File: src/rtl/bcd_ascii_serializer.sv
// bcd_ascii_serializer
//   Takes one decimal result as three BCD digits and streams it out as ASCII
//   characters, one per out_valid/out_ready handshake.
//
//   Parameter LZ_SUPPRESS : 1 = drop leading zero digits (units always sent),
//                           0 = always send three digits.
//   Macro SERIALIZER_CRLF_EN : when defined, each frame ends with CR (0x0D)
//                              and LF (0x0A), each with its own handshake.
//
//   Ports
//     clk, rst_n          clock (rising edge), async active-low reset
//     in_valid/in_ready   digit-triple handshake (ready only while idle)
//     centenas/decenas/unidades  hundreds/tens/units BCD digits
//     out_valid/out_ready character handshake
//     out_data            ASCII character (digits >9 shown as '?')
//     busy                a frame is in progress
//     err                 current frame holds a non-BCD digit
module bcd_ascii_serializer #(
   parameter int LZ_SUPPRESS = 1
) (
   input  logic       clk,
   input  logic       rst_n,
   input  logic       in_valid,
   output logic       in_ready,
   input  logic [3:0] centenas,
   input  logic [3:0] decenas,
   input  logic [3:0] unidades,
   output logic       out_valid,
   input  logic       out_ready,
   output logic [7:0] out_data,
   output logic       busy,
   output logic       err
);

`ifdef SERIALIZER_CRLF_EN
   typedef enum logic [2:0] {IDLE, CEN, DEC, UNI, CR, LF} state_t;
`else
   typedef enum logic [1:0] {IDLE, CEN, DEC, UNI} state_t;
`endif

   state_t     state_q, state_d;
   logic [3:0] cen_q, dec_q, uni_q;
   logic [7:0] data_q, data_d;
   logic       valid_q;
   logic       xfer, accept;

   function automatic logic [7:0] enc(input logic [3:0] d);
      return (d > 4'd9) ? 8'h3F : {4'h3, d};
   endfunction

   assign xfer   = valid_q & out_ready;
   assign accept = in_valid & (state_q == IDLE);

   always_comb begin
      state_d = state_q;
      data_d  = data_q;
      case (state_q)
         IDLE: begin
            if (in_valid) begin
               // First character is picked from the live inputs so it is
               // already on out_data the cycle after acceptance.
               if ((LZ_SUPPRESS == 0) || (centenas != 4'd0)) begin
                  state_d = CEN;
                  data_d  = enc(centenas);
               end else if (decenas != 4'd0) begin
                  state_d = DEC;
                  data_d  = enc(decenas);
               end else begin
                  state_d = UNI;
                  data_d  = enc(unidades);
               end
            end
         end
         CEN: if (xfer) begin
            state_d = DEC;
            data_d  = enc(dec_q);
         end
         DEC: if (xfer) begin
            state_d = UNI;
            data_d  = enc(uni_q);
         end
`ifdef SERIALIZER_CRLF_EN
         UNI: if (xfer) begin
            state_d = CR;
            data_d  = 8'h0D;
         end
         CR: if (xfer) begin
            state_d = LF;
            data_d  = 8'h0A;
         end
         LF: if (xfer) begin
            state_d = IDLE;
            data_d  = 8'h00;
         end
`else
         UNI: if (xfer) begin
            state_d = IDLE;
            data_d  = 8'h00;
         end
`endif
         default: begin
            state_d = IDLE;
            data_d  = 8'h00;
         end
      endcase
   end

   always_ff @(posedge clk or negedge rst_n) begin
      if (!rst_n) begin
         state_q <= IDLE;
         data_q  <= 8'h00;
         valid_q <= 1'b0;
         cen_q   <= 4'd0;
         dec_q   <= 4'd0;
         uni_q   <= 4'd0;
      end else begin
         state_q <= state_d;
         data_q  <= data_d;
         valid_q <= (state_d != IDLE);
         if (accept) begin
            cen_q <= centenas;
            dec_q <= decenas;
            uni_q <= unidades;
         end
      end
   end

   // The digit registers only change on acceptance or reset, so deriving err
   // from them gives exactly the sticky-until-next-frame behaviour.
   assign err       = (cen_q > 4'd9) | (dec_q > 4'd9) | (uni_q > 4'd9);
   assign in_ready  = (state_q == IDLE);
   assign busy      = (state_q != IDLE);
   assign out_valid = valid_q;
   assign out_data  = data_q;

endmodule
File: config.mk
export PLATFORM = sky130hd
export DESIGN_NAME = bcd_ascii_serializer
export DESIGN_NICKNAME = d
export VERILOG_FILES = /design/src/rtl/bcd_ascii_serializer.sv
export SDC_FILE = /design/constraint.sdc
export NUM_CORES = 1
export LEC_CHECK = 0
export BUFFER_PORTS_ARGS = -buffer_cell sky130_fd_sc_hd__buf_2
export CAP_MARGIN = 10
export CORE_ASPECT_RATIO = 0.6
export CORE_MARGIN = 2
export CORE_UTILIZATION = 47
export CTS_CLUSTER_SIZE = 14
export DETAILED_ROUTE_END_ITERATION = 10
export PLACE_DENSITY = 0.81
export SLEW_MARGIN = 20
export SYNTH_ARGS = -nofsm -noshare
export SYNTH_HDL_FRONTEND = slang
export SYNTH_SLANG_ARGS = --single-unit
File: constraint.sdc
create_clock -name clk -period 1.6 [get_ports clk]
set_clock_uncertainty 0.2 [all_clocks]
set_input_delay 0.32 -clock clk [delete_from_list [all_inputs] [get_ports clk]]
set_output_delay 0.32 -clock clk [all_outputs]
set_load 0.02 [all_outputs]
==> results.tsv <==
stage	metric	value	unit
outcome	run_status	finished, violations left	
outcome	violations	negative setup slack	
cts	cts_buffers	3	
finish	fin_nets	184	
cts	clkTransAtPathRegs	0.08	ns
cts	clk_latency	0.26	ns
synth	synth_cell_type_count	38	
synth	synth_seq_cells	19	
cts	root_buffer	clkbuf_8	
setup_path	timing.rr.start	state_q[1]	
setup_path	worstRegToRegCells	4	
floorplanning	initial_core_util	0.509	
synth	netlist_area	1130	um^2
timing	hold-worst-slack	0.0764	ns
global_route	grtUsageTotal	0.257	
timing	hold_viol_final	0	
synth	synth_flop_cell	dfrtp_1	
job	cap_violations	0	
setup_path	cp-end-kind	output pin	
worst_hold_path	hold_path_startpoint	unidades[0]	
placement	dp_cells	178	
power	seqPwrFrac	0.322	
drt	avgViaCountPerCell	6.04	
synth	yosys.area.top_type	dfrtp_1	
synth	avgSynthCellArea	9.97	um^2
global_route	grt_pass1_vias	1093	
timing	finalSetupTns	-0.149	ns
power	power.density	1840	nW/um^2
setup_path	cp-start-kind	register	
synth	ys.warnings.count	0	
synth	yosysMostFrequentCell	dfrtp_1	
cts	numClockSinks	19	
power	vdd_drop_max	928	uV
power	p_clk_frac	0.111	
timing	setup_viol	5	
setup_path	worstPathMaxFanout	4	
timing	finalCritPeriodShare	1.04	
synth	synth_area_leaders	dfrtp_1, a21oi_1, mux2_1, o21ai_0, mux2_2	
cts	cts_tree	yes	
placement	routabilityCongestion	0.866	
floorplanning	core-area	2210	um^2
drt	routedWlPerCell	18.9	um
cts	cts_buffer_depth	2	
setup_path	cp.required	1.08	ns
floorplanning	rows	13	
setup_path	crit_type	register to output pin	
synth	ys_seq_area_frac	0.422	
timing	fin_ws	-0.0581	ns
finish	antenna_cells	0	
timing	max_freq	603	MHz
synth	synth_common_cells	dfrtp_1, a21oi_1, o21ai_0, inv_1, mux2_1	
drt	antenna_left	0	
drt	first_iter_violations	84	
placement	portBuffers	25	
power	intPower	1.74	mW
floorplanning	ios	28	
drt	via_count	1190	
synth	synth_top_area_share	0.422	
global_route	grt_max_degree	20	
power	power	3.05	mW
setup_path	r2r_setup_slack	-0.03	ns
worst_hold_path	min_to	uni_q[0]	
floorplanning	die_w	67.2	um
floorplanning	dieHeight	41.9	um
power	p_leak	0.746	nW
synth	synthCells	113	
finish	final_cells	197	
finish	drive_above_1_share	0.497	
drt	drc	0	
setup_path	rr_endpoint	out_data[3]	
power	comb_power_share	0.567	
timing	rsz0062_at_grt	true	
floorplanning	dieArea	2820	um^2
cts	htree_levels	1	
global_route	grt.overflow.total	0	
placement	place_hpwl	2.33	mm
timing	finalMaxSlewViolations	0	
worst_hold_path	hold_depth	3	
global_route	antenna_found_initial	0	
worst_hold_path	hold_path.class	input port to register	
drt	firstDrtPassIters	4	
power	switchingPower	1.31	mW
setup_path	cp.arrival	1.14	ns
synth	synth_edf_count	0	
drt	finalWirelength	3.71	mm
power	switching_share	0.430	
finish	post-route-util	0.749	
timing	min_period	1.66	ns
synth	postSynth.asyncResetShare	1.00	
finish	syn_to_final_growth	47.1	%
global_route	grt_pass1_wl	5.29	mm
state kept, by name, indices dropped and copies added (netlist names):
name,cells
out_data,5
out_valid,1
cen_q,3
dec_q,4
uni_q,4
state_q,2
layer usage:
metal / track usage / part of all wire
met1: 0.345 / 0.41
met2: 0.402 / 0.47
met3: 0.0786 / 0.11
met4: 0.0653 / 0.010
met5: 0 / 0
worst max-delay path: stages, from the launching register on:
cell and delay, ns:
dfrtp_2 0.47, nor2_4 0.18, inv_4 0.08, buf_6 0.14
logic make-up (layout without fill, tap and decap cells):
logic type      Yosys count  count (layout)  share of synthesized area
compound gates           46              46                      0.281
other cells               1               2                    0.00333
mux                      10              10                     0.0989
flops                    19              19                      0.422
xor+xnor                  1               1                    0.00778
buf+inv                  14              67                     0.0622
simple gates             22              22                      0.124
how the worst max path moves through the flow:
stage                 from           to  slack (ns)
2_1_floorplan   state_q[1]     cen_q[2]       -0.03
3_3_place_gp   centenas[1]  out_data[0]       -0.13
3_5_place_dp   centenas[1]  out_data[0]       -0.19
4_1_cts         state_q[0]         busy       -0.04
5_1_grt           uni_q[1]          err       -0.08
6_report        state_q[1]         busy       -0.06
power by group through the flow:
stage	logic (mW)	clock network (mW)	registers, mW
2_1_floorplan	0.855	0	0.981
3_3_place_gp	1.29	0	0.918
3_5_place_dp	1.34	0	0.939
4_1_cts	1.46	0.348	0.955
5_1_grt	1.82	0.365	1.01
6_report	1.73	0.339	0.981
repair_timing:
action	4_1_cts	5_1_grt
pin swaps	3	6
hold endpoints to repair	19	0
buffers inserted	4	8
cloned	0	2
endpoints found under the setup margin	14	15
resized for setup	12	11
hold buffers	1	0
placed cells by master (no fill, tap or decap), types with 2 or more instances in the layout:
master and count:
a211oi_1 2, a21oi_1 17, buf_2 22, buf_4 25, buf_6 6, clkbuf_8 3
conb_1 2, dfrtp_1 17, dfrtp_2 2, inv_1 6, mux2_4 8, nand2_1 5
nand2b_1 3, nor2_1 3, nor3_1 2, o211ai_1 2, o21a_1 2, o21ai_0 6
o21ai_1 2, o21ai_2 3, o31ai_1 2, or4_4 2
stage by stage:
| stage | setup slack (ns) | area (um^2) |
|---|---|---|
| detailed placement | -0.193 | 1400 |
| CTS | -0.0362 | 1520 |
| global placement | -0.132 | 1400 |
| finish | -0.0581 | 1660 |
| global route | -0.0755 | 1660 |
| floorplan | -0.0334 | 1160 |
cell type report:
cell class                      count  area, um^2
Multi-Input combinational cell     81         646
Fill cell                         168         556
Sequential cell                    19         478
Timing Repair Buffer               56         420
Clock buffer                        3        41.3
Tap cell                           30        37.5
Inverter                            7        28.8
Clock inverter                      1        5.00
Power figures use the tool's default switching activity.
